## config.mk

```make
export PLATFORM = sky130hd
export DESIGN_NAME = pc_fetch
export DESIGN_NICKNAME = d
export VERILOG_FILES = /design/src/rtl/pc_fetch.sv
export SDC_FILE = /design/constraint.sdc
export NUM_CORES = 1
export LEC_CHECK = 0
export CORE_MARGIN = 8
export CORE_UTILIZATION = 44
export DETAILED_ROUTE_END_ITERATION = 10
export GPL_TIMING_DRIVEN = 0
export PLACE_DENSITY_LB_ADDON = 0.1
export SETUP_SLACK_MARGIN = 0.05
export SLEW_MARGIN = 20
export SYNTH_ARGS = -nofsm -noshare
export SYNTH_HDL_FRONTEND = slang
export SYNTH_SLANG_ARGS = --single-unit
export TNS_END_PERCENT = 10
```

## constraint.sdc

```tcl
create_clock -name clk -period 3 [get_ports clk]
set_input_delay 0.3 -clock clk [delete_from_list [all_inputs] [get_ports clk]]
set_output_delay 0.3 -clock clk [all_outputs]
set_load 0.02 [all_outputs]
```

## src/rtl/pc_fetch.sv

```systemverilog
// pc_fetch: program-counter holder and single-outstanding instruction fetcher.
// Latency: fetch issues the cycle after reset release or advance; word held the edge after imem_rvalid.
// Backpressure: stall holds the fetched word/PC in HOLD; imem_req stays up until imem_rvalid.
//
// Ports:
//   clk, rst_n          - rising-edge clock, asynchronous active-low reset
//   npc_in              - next PC, loaded when the held instruction is consumed
//   stall               - core not ready; keeps the held instruction
//   imem_req/imem_addr  - instruction read request and byte address (= cur_pc)
//   imem_rvalid/rdata   - returned instruction word
//   cur_pc, pc_next     - PC of held instruction and cur_pc+4
//   instr, instr_valid  - held instruction and its valid flag
//   fetch_cnt           - completed fetches (wrapping)
//   misalign_err        - sticky misaligned-PC flag
//
// Build option: define PC_FETCH_MISALIGN_TRAP_EN to trap on a misaligned
// next PC (enter ERR until reset). Without it the low two PC bits are cleared
// on load and misalign_err is constant 0.
module pc_fetch #(
  parameter logic [31:0] RESET_PC = 32'h0000_3000
) (
  input  logic        clk,
  input  logic        rst_n,
  input  logic [31:0] npc_in,
  input  logic        stall,
  output logic        imem_req,
  output logic [31:0] imem_addr,
  input  logic        imem_rvalid,
  input  logic [31:0] imem_rdata,
  output logic [31:0] cur_pc,
  output logic [31:0] pc_next,
  output logic [31:0] instr,
  output logic        instr_valid,
  output logic [31:0] fetch_cnt,
  output logic        misalign_err
);

  typedef enum logic [1:0] {
    IDLE  = 2'd0,
    FETCH = 2'd1,
    HOLD  = 2'd2,
    ERR   = 2'd3
  } state_t;

  state_t state;

`ifdef PC_FETCH_MISALIGN_TRAP_EN
  logic misalign_q;
  assign misalign_err = misalign_q;
`else
  assign misalign_err = 1'b0;
`endif

  // The request address is the PC itself, so it is stable for the whole FETCH.
  assign imem_addr = cur_pc;
  assign pc_next   = cur_pc + 32'd4;

  // imem_req and instr_valid are registered next to the state so they change
  // exactly on state transitions (and drop immediately on reset).
  always_ff @(posedge clk or negedge rst_n) begin
    if (!rst_n) begin
      state       <= IDLE;
      cur_pc      <= RESET_PC;
      instr       <= '0;
      fetch_cnt   <= '0;
      imem_req    <= 1'b0;
      instr_valid <= 1'b0;
`ifdef PC_FETCH_MISALIGN_TRAP_EN
      misalign_q  <= 1'b0;
`endif
    end else begin
      case (state)
        IDLE: begin
          state    <= FETCH;
          imem_req <= 1'b1;
        end
        FETCH: begin
          if (imem_rvalid) begin
            instr       <= imem_rdata;
            fetch_cnt   <= fetch_cnt + 32'd1;
            state       <= HOLD;
            imem_req    <= 1'b0;
            instr_valid <= 1'b1;
          end
        end
        HOLD: begin
          if (!stall) begin
            instr_valid <= 1'b0;
`ifdef PC_FETCH_MISALIGN_TRAP_EN
            // Keep the offending PC visible for debug rather than masking it.
            cur_pc <= npc_in;
            if (npc_in[1:0] != 2'b00) begin
              misalign_q <= 1'b1;
              state      <= ERR;
            end else begin
              state    <= FETCH;
              imem_req <= 1'b1;
            end
`else
            cur_pc   <= {npc_in[31:2], 2'b00};
            state    <= FETCH;
            imem_req <= 1'b1;
`endif
          end
        end
        ERR: begin
          // Dead until reset: no requests, nothing valid, PC frozen.
          imem_req    <= 1'b0;
          instr_valid <= 1'b0;
        end
        default: begin
          state       <= IDLE;
          imem_req    <= 1'b0;
          instr_valid <= 1'b0;
        end
      endcase
    end
  end

endmodule

```

==> impl_results.md, run 1 <==
* Status: completed
* VDD IR max at 0.000625 V
* Total of max-cap violations at 0
* Vias in the first global route at 4248
* Endpoints failing hold at 0
* Vias at 4178
* Most numerous cell in the Yosys netlist: nand2_1
* Total Die Area at around 14000 um^2
* Post-DP HPWL at between 10000 and 15000 um
* R2R depth at 4
* Post-Syn Instances at 469
* Met2 wire len at 7090 um
* IO Pins at 231
* YS warnings at 0
* # nets final at 783
* CP Capture Type: output port
* Finished Core Util at 0.702
* Static leakage at 0.00349 uW
* # diodes at 0
* Inserted Clock Buffers at 9
* Time the worst path needs with I/O delays and setup at 2.84 ns
* Drt pass-1 iters at 4
* Clk root buf: clkbuf_8
* Overall Power at 6930 uW
* Clock Latency Late Sink at 0.36 ns
* Routability cong. at about 0.83
* TritonCTS clock tree: done
* Layout area overhead at 57.4%
* Max_slew headroom at 0.595
* Routed met3 length at 1490 um
* DRT antenna net count at 0
* Leading post-synthesis cells by instance count: nand2_1 (123), dfrtp_1 (96), xnor2_1 (45)
* # DRC at 0
* Pwr per Cell Area at 918 nW/um^2
* Largest net degree at the start of global routing at 51
* Fin crit share at 0.948
* CP Class: reg2out
* Total Routing Usage GR at 0.197
* I/O Buffers at 221
* Inst Count DP at 837
* Flop2flop setup slack at 1.11 ns
* Final Slew Violations at 0
* Worst-path clk slew at 0.09 ns
* Crit-path max FO at 6
* Die height at 120 um
* Avg Inst Size Synth at 10.2 um^2
* Antenna violations before repair at 1
* Final Setup Violations at 0
* Final WL at 14300 um
* Synth top area share at 0.501
* RSZ-0062 raised after global routing: true
* Cell row count at 38
* Top_reg_cell synth: dfrtp_1
* Vias per cell at 4.87
* Area leader, netlist: dfrtp_1
* Top layer in use: met5
* Post-synthesis register bit count at 98
* Overflow after GRT at 0
* Core area at 10700 um^2
* R2R Path Start: state[0]
* Worst setup startpoint: cur_pc[2]
* Post-synth EDFFs at 0
* Reg2reg end: cur_pc[14]
* Starting DRT DRC Count at 157
* Netlist Area Pre-Place at 4790 um^2
* Initial Utilization at 0.446
* Register area share after synthesis at 0.512
* Async SR Flop Fraction at 1.00
* Final clock skew at 0.00800 ns
* First-pass GRT wire length at 22800 um
* # clock sinks at ~100
* Final Non-Filler Cells at around 860
* Synth area leaders: dfrtp_1 (50%), nand2_1 (9.6%), xnor2_1 (8.2%)
* DR WL/cell at between 15 and 20 um
* Die width at 120 um
* Startpoint Class: flop
* Worst-Margin Slew at 0.603 ns
* Crit path to: pc_next[14]
* F_max at 352 MHz
* Layout cells sized above 1 at 0.113
* Data required time at the worst endpoint at 2.70 ns
* Hold slack at 0.432 ns
* Critical Path AT at 2.54 ns
* Post-synth cell types at 34
* Hold crit path type: in2async
* CTS HTree Levels at 3
* M1 WL at 5550 um
* CTS max path bufs at 2
timing repair:
item | 4_1_cts | 5_1_grt
setup buffers | 1 | 3
gates resized for setup | 7 | 12
hold buffers | 1 | 0
pin swaps | 3 | 3
endpoints found under the setup margin | 16 | 18
hold endpoints to repair | 48 | 0
worst max-delay path, stage by stage (launching register included):
cell and delay, ns:
dfrtp_1 0.46, ha_1 0.23, nand3_2 0.20, nor4_4 0.31
buf_4 0.18, xor2_1 0.17, clkdlybuf4s50_1 0.64
sequential cells by signal (all words and copies together), names as in the netlist:
name and count:
cur_pc 30, fetch_cnt 32, state 2, instr 32, instr_valid 1, imem_req 1
logic make-up after synthesis:
| logic type | after synthesis | share of synthesized area |
|---|---|---|
| multiplexers | 28 | 0.0658 |
| flip-flops | 98 | 0.512 |
| other | 1 | 0.000782 |
| buffers and inverters | 56 | 0.0757 |
| AO/OA/AOI/OAI | 9 | 0.0104 |
| AND/OR/NAND/NOR | 216 | 0.222 |
| XOR/XNOR | 59 | 0.108 |
| adder cells (fa/ha/maj) | 2 | 0.00522 |
routing by layer:
| metal | track usage | up-vias |
|---|---|---|
| met3 | 0.0914 | 12 |
| met2 | 0.332 | 150 |
| met5 | 0 | - |
| met1 | 0.221 | 1999 |
| li1 | - | 2015 |
| met4 | 0.0461 | 2 |
through the flow:
stage	worst slack [ns]	cell area (um^2)	TNS, ns
final	0.156	7550	0
after global routing	-0.0152	7550	-0.0152
after CTS	0.00844	7480	0
after detailed placement	0.228	7230	0
after global placement	-2.04	7200	-197.21
after floorplan	0.823	4820	0
cell usage in the layout (no fill, tap or decap), types with 3 or more instances in the layout:
| cell type | netlist | layout |
|---|---|---|
| dfrtp_1 | 96 | 95 |
| o21ai_1 | 3 | 3 |
| clkbuf_8 | 0 | 11 |
| and4_1 | 6 | 6 |
| inv_1 | 4 | 4 |
| nor3_1 | 5 | 3 |
| nand2_1 | 123 | 123 |
| buf_4 | 37 | 41 |
| nor4_4 | 0 | 3 |
| buf_2 | 5 | 5 |
| xor2_1 | 14 | 14 |
| and2_1 | 4 | 4 |
| and3_1 | 4 | 4 |
| xnor2_1 | 45 | 45 |
| dlymetal6s2s_1 | 0 | 9 |
| nor2_1 | 11 | 11 |
| mux2_1 | 28 | 28 |
| nor4_2 | 8 | 5 |
| conb_1 | 1 | 7 |
| nand4_1 | 20 | 20 |
| clkdlybuf4s50_1 | 0 | 209 |
| clkbuf_1 | 9 | 10 |
| nand3_1 | 26 | 25 |
worst min-delay path by stage:
| stage | end | depth (start not counted) | slack [ns] |
|---|---|---|---|
| 6_report | fetch_cnt[21] | 2 | 0.43 |
| 4_1_cts | fetch_cnt[22] | 2 | 0.45 |
| 3_3_place_gp | fetch_cnt[31] | 1 | 0.46 |
| 5_1_grt | instr[27] | 3 | 0.44 |
| 3_5_place_dp | fetch_cnt[21] | 1 | 0.28 |
| 2_1_floorplan | cur_pc[10] | 0 | 0.004 |
power breakdown:
group          internal [uW]  switching, uW
clock                    432            445
combinational           1960           1820
sequential              1750            517
total                   4140           2780
final cells by class:
type | count | area (um^2)
clock buffers | 12 | 155
inverters | 4 | 15.0
fillers | 863 | 3200
well taps | 140 | 175
flip-flops and latches | 98 | 2460
multi-input cells | 321 | 2050
plain buffers | 52 | 348
clock inverters | 4 | 48.8
repair buffers | 227 | 2300
(Power assumes the default switching activity.)
==> run 2, diff against run 1 <==
--- a/config.mk
+++ b/config.mk
@@ -7,6 +7,7 @@
 export LEC_CHECK = 0
 export CORE_MARGIN = 8
 export CORE_UTILIZATION = 44
+export CTS_CLUSTER_SIZE = 40
 export DETAILED_ROUTE_END_ITERATION = 10
 export GPL_TIMING_DRIVEN = 0
 export PLACE_DENSITY_LB_ADDON = 0.1
==> results of run 2 <==
No change in the layout: final DEF, timing and power equal those of run 1.
==> run 3, diff against run 2 <==
--- a/config.mk
+++ b/config.mk
@@ -9,7 +9,7 @@
 export CORE_UTILIZATION = 44
 export CTS_CLUSTER_SIZE = 40
 export DETAILED_ROUTE_END_ITERATION = 10
-export GPL_TIMING_DRIVEN = 0
+export GPL_TIMING_DRIVEN = 1
 export PLACE_DENSITY_LB_ADDON = 0.1
 export SETUP_SLACK_MARGIN = 0.05
 export SLEW_MARGIN = 20
==> impl_results.md, run 3 (same netlist as run 1, synthesis figures left out) <==
* CP Class: reg2out
* Worst-path clk slew at 0.09 ns (about the same)
* Vias in the first global route at 4034 (-5.0%)
* Static leakage at 0.00318 uW (-8.7%)
* IO Pins at 231 (unchanged)
* Fill count at 901 (+4.4%)
* Total Routing Usage GR at 0.187 (-0.00999)
* Data required time at the worst endpoint at 2.70 ns (about the same)
* Clk root buf: clkbuf_8
* Final Slew Violations at 0 (unchanged)
* Core area at 10700 um^2 (unchanged)
* CTS max path bufs at 2 (unchanged)
* Final WL at 13700 um (-4.2%)
* DR WL/cell at 17.0 um (+1.9%)
* Routability cong. at 0.791 (-4.5%)
* Cell Int Power at 3990 uW (-3.8%)
* Pwr per Cell Area at 931 nW/um^2 (+1.4%)
* TritonCTS clock tree: done
* Top Registers: fetch_cnt (32), instr (32), cur_pc (30)
* Most frequent cells in the layout: clkdlybuf4s50_1 (213), nand2_1 (123), dfrtp_1 (94)
* Total of max-cap violations at 0 (unchanged)
* Startpoint Class: flop
* Worst-Margin Slew at 0.652 ns (+0.0483 ns)
* Status: completed
* Finished Core Util at 0.670 (-0.0321)
* # clock sinks at 98 (unchanged)
* # nets final at 732 (-6.5%)
* Post-DP HPWL at 10700 um (-6.5%)
* PnR worst setup slack at 0.156 ns (+0.000283 ns)
* RSZ-0062 raised after global routing: true
* Final Setup Violations at 0 (unchanged)
* Fin crit share at 0.948 (about the same)
* F_max at 352 MHz (about the same)
* Final setup TNS at 0 ns (unchanged)
* Largest net degree at the start of global routing at 57 (+12%)
* Inserted Clock Buffers at 9 (unchanged)
* Endpoints failing hold at 0 (unchanged)
* VDD IR max at 0.000599 V (-4.2%)
* Combinational share of power at 0.522 (-0.023)
* First-pass GRT wire length at 21700 um (-5.0%)
* Reg power frac at 0.336 (+0.008)
* Die height at 120 um (unchanged)
* Hold slack at 0.456 ns (+0.0243 ns)
* Most common cell after layout, fill and taps aside: clkdlybuf4s50_1
* # DRC at 0 (unchanged)
* I/O Buffers at 221 (unchanged)
* Antenna violations before repair at 0 (-1)
* Drt pass-1 iters at 5 (+1)
* Overall Power at 6700 uW (-3.3%)
* Clock Latency Late Sink at 0.36 ns (about the same)
* CTS HTree Levels at 3 (unchanged)
* Vias at 4009 (-4.0%)
* Initial Utilization at 0.446 (unchanged)
* Part of the power in the clock network at 0.141 (+0.014)
* # diodes at 0 (unchanged)
* Crit-path max FO at 6 (unchanged)
* Starting DRT DRC Count at 216 (+38%)
* DRT antenna net count at 0 (unchanged)
* CP Capture Type: output port
* Switching power at 2710 uW (-2.4%)
* Cell row count at 38 (unchanged)
* Overflow after GRT at 0 (unchanged)
* Hold crit path type: in2async
* Vias per cell at 4.97 (+2.0%)
* Layout area overhead at 50.2%
* Max_slew headroom at 0.563 (-0.0324)
* Die width at 120 um (unchanged)
* Dpl ws at 0.385 ns (+0.157 ns)
* Critical Path AT at 2.54 ns (about the same)
* Layout cells sized above 1 at 0.0615 (-0.0513)
* Total Die Area at 14500 um^2 (unchanged)
* Sw Share at 0.405 (+0.00345)
* Final clock skew at 0.00763 ns (-0.000369 ns)
* Time the worst path needs with I/O delays and setup at 2.84 ns (-0.000283 ns)
## run 3: final cells by class
class                      count  area (um^2)  share of cell area
clock buffer                  12          145              0.0202
clock inverter                 4         75.1              0.0104
inverter                       4         15.0             0.00209
multi-input combinational    321         2030               0.281
sequential                    98         2460               0.341
tap                          140          175              0.0243
timing repair buffer         228         2310               0.320
## run 3: timing repair
action                                  in CTS  in global routing
pin swaps                                    0                  3
resized for setup                            1                 11
buffers inserted                             0                  1
gates cloned                                 0                  0
endpoints found under the hold margin       42                  0
hold buffers                                 1                  0
endpoints found under the setup margin       4                 16
## run 3: worst paths after layout
kind                       depth (start not counted)  slack, ns           from            end
max                                                6       0.16      cur_pc[2]    pc_next[26]
min                                                2       0.46          rst_n  fetch_cnt[20]
max reg2reg                                        4       1.16       state[1]  fetch_cnt[27]
min reg2reg                                        2       0.48       instr[8]       instr[8]
max in group asynchronous                          3       1.80          rst_n     cur_pc[13]
min in group clk                                   3       0.46  imem_rdata[6]       instr[6]
## run 3: per-stage QoR
stage	std cells	instance area, um^2
2_1_floorplan	475	4820
3_3_place_gp	789	6920
3_5_place_dp	789	6920
4_1_cts	806	7160
5_1_grt	807	7200
6_report	807	7200
## run 3: layer usage
layer,global-route usage,share of wire,vias up,wire length [um]
met4,0.0718,0.018,0,253
li1,-,-,1895,-
met3,0.0774,0.11,16,1450
met5,0,0,-,0
met1,0.208,0.39,1953,5340
met2,0.313,0.49,145,6650
## run 3: critical path, cell delays in order, from the launching register on
cell,delay [ns]
dfrtp_1,0.45
ha_1,0.22
nand3_1,0.24
nor3_2,0.34
nand3_1,0.14
xnor2_1,0.16
clkdlybuf4s50_1,0.65
## run 3: power groups by stage
stage          combinational, uW  sequential, uW  clock, uW
3_3_place_gp                3500            2240          0
4_1_cts                     3550            2260        975
3_5_place_dp                3540            2280          0
6_report                    3500            2250        948
5_1_grt                     3690            2330       1020
2_1_floorplan               1330            2710          0
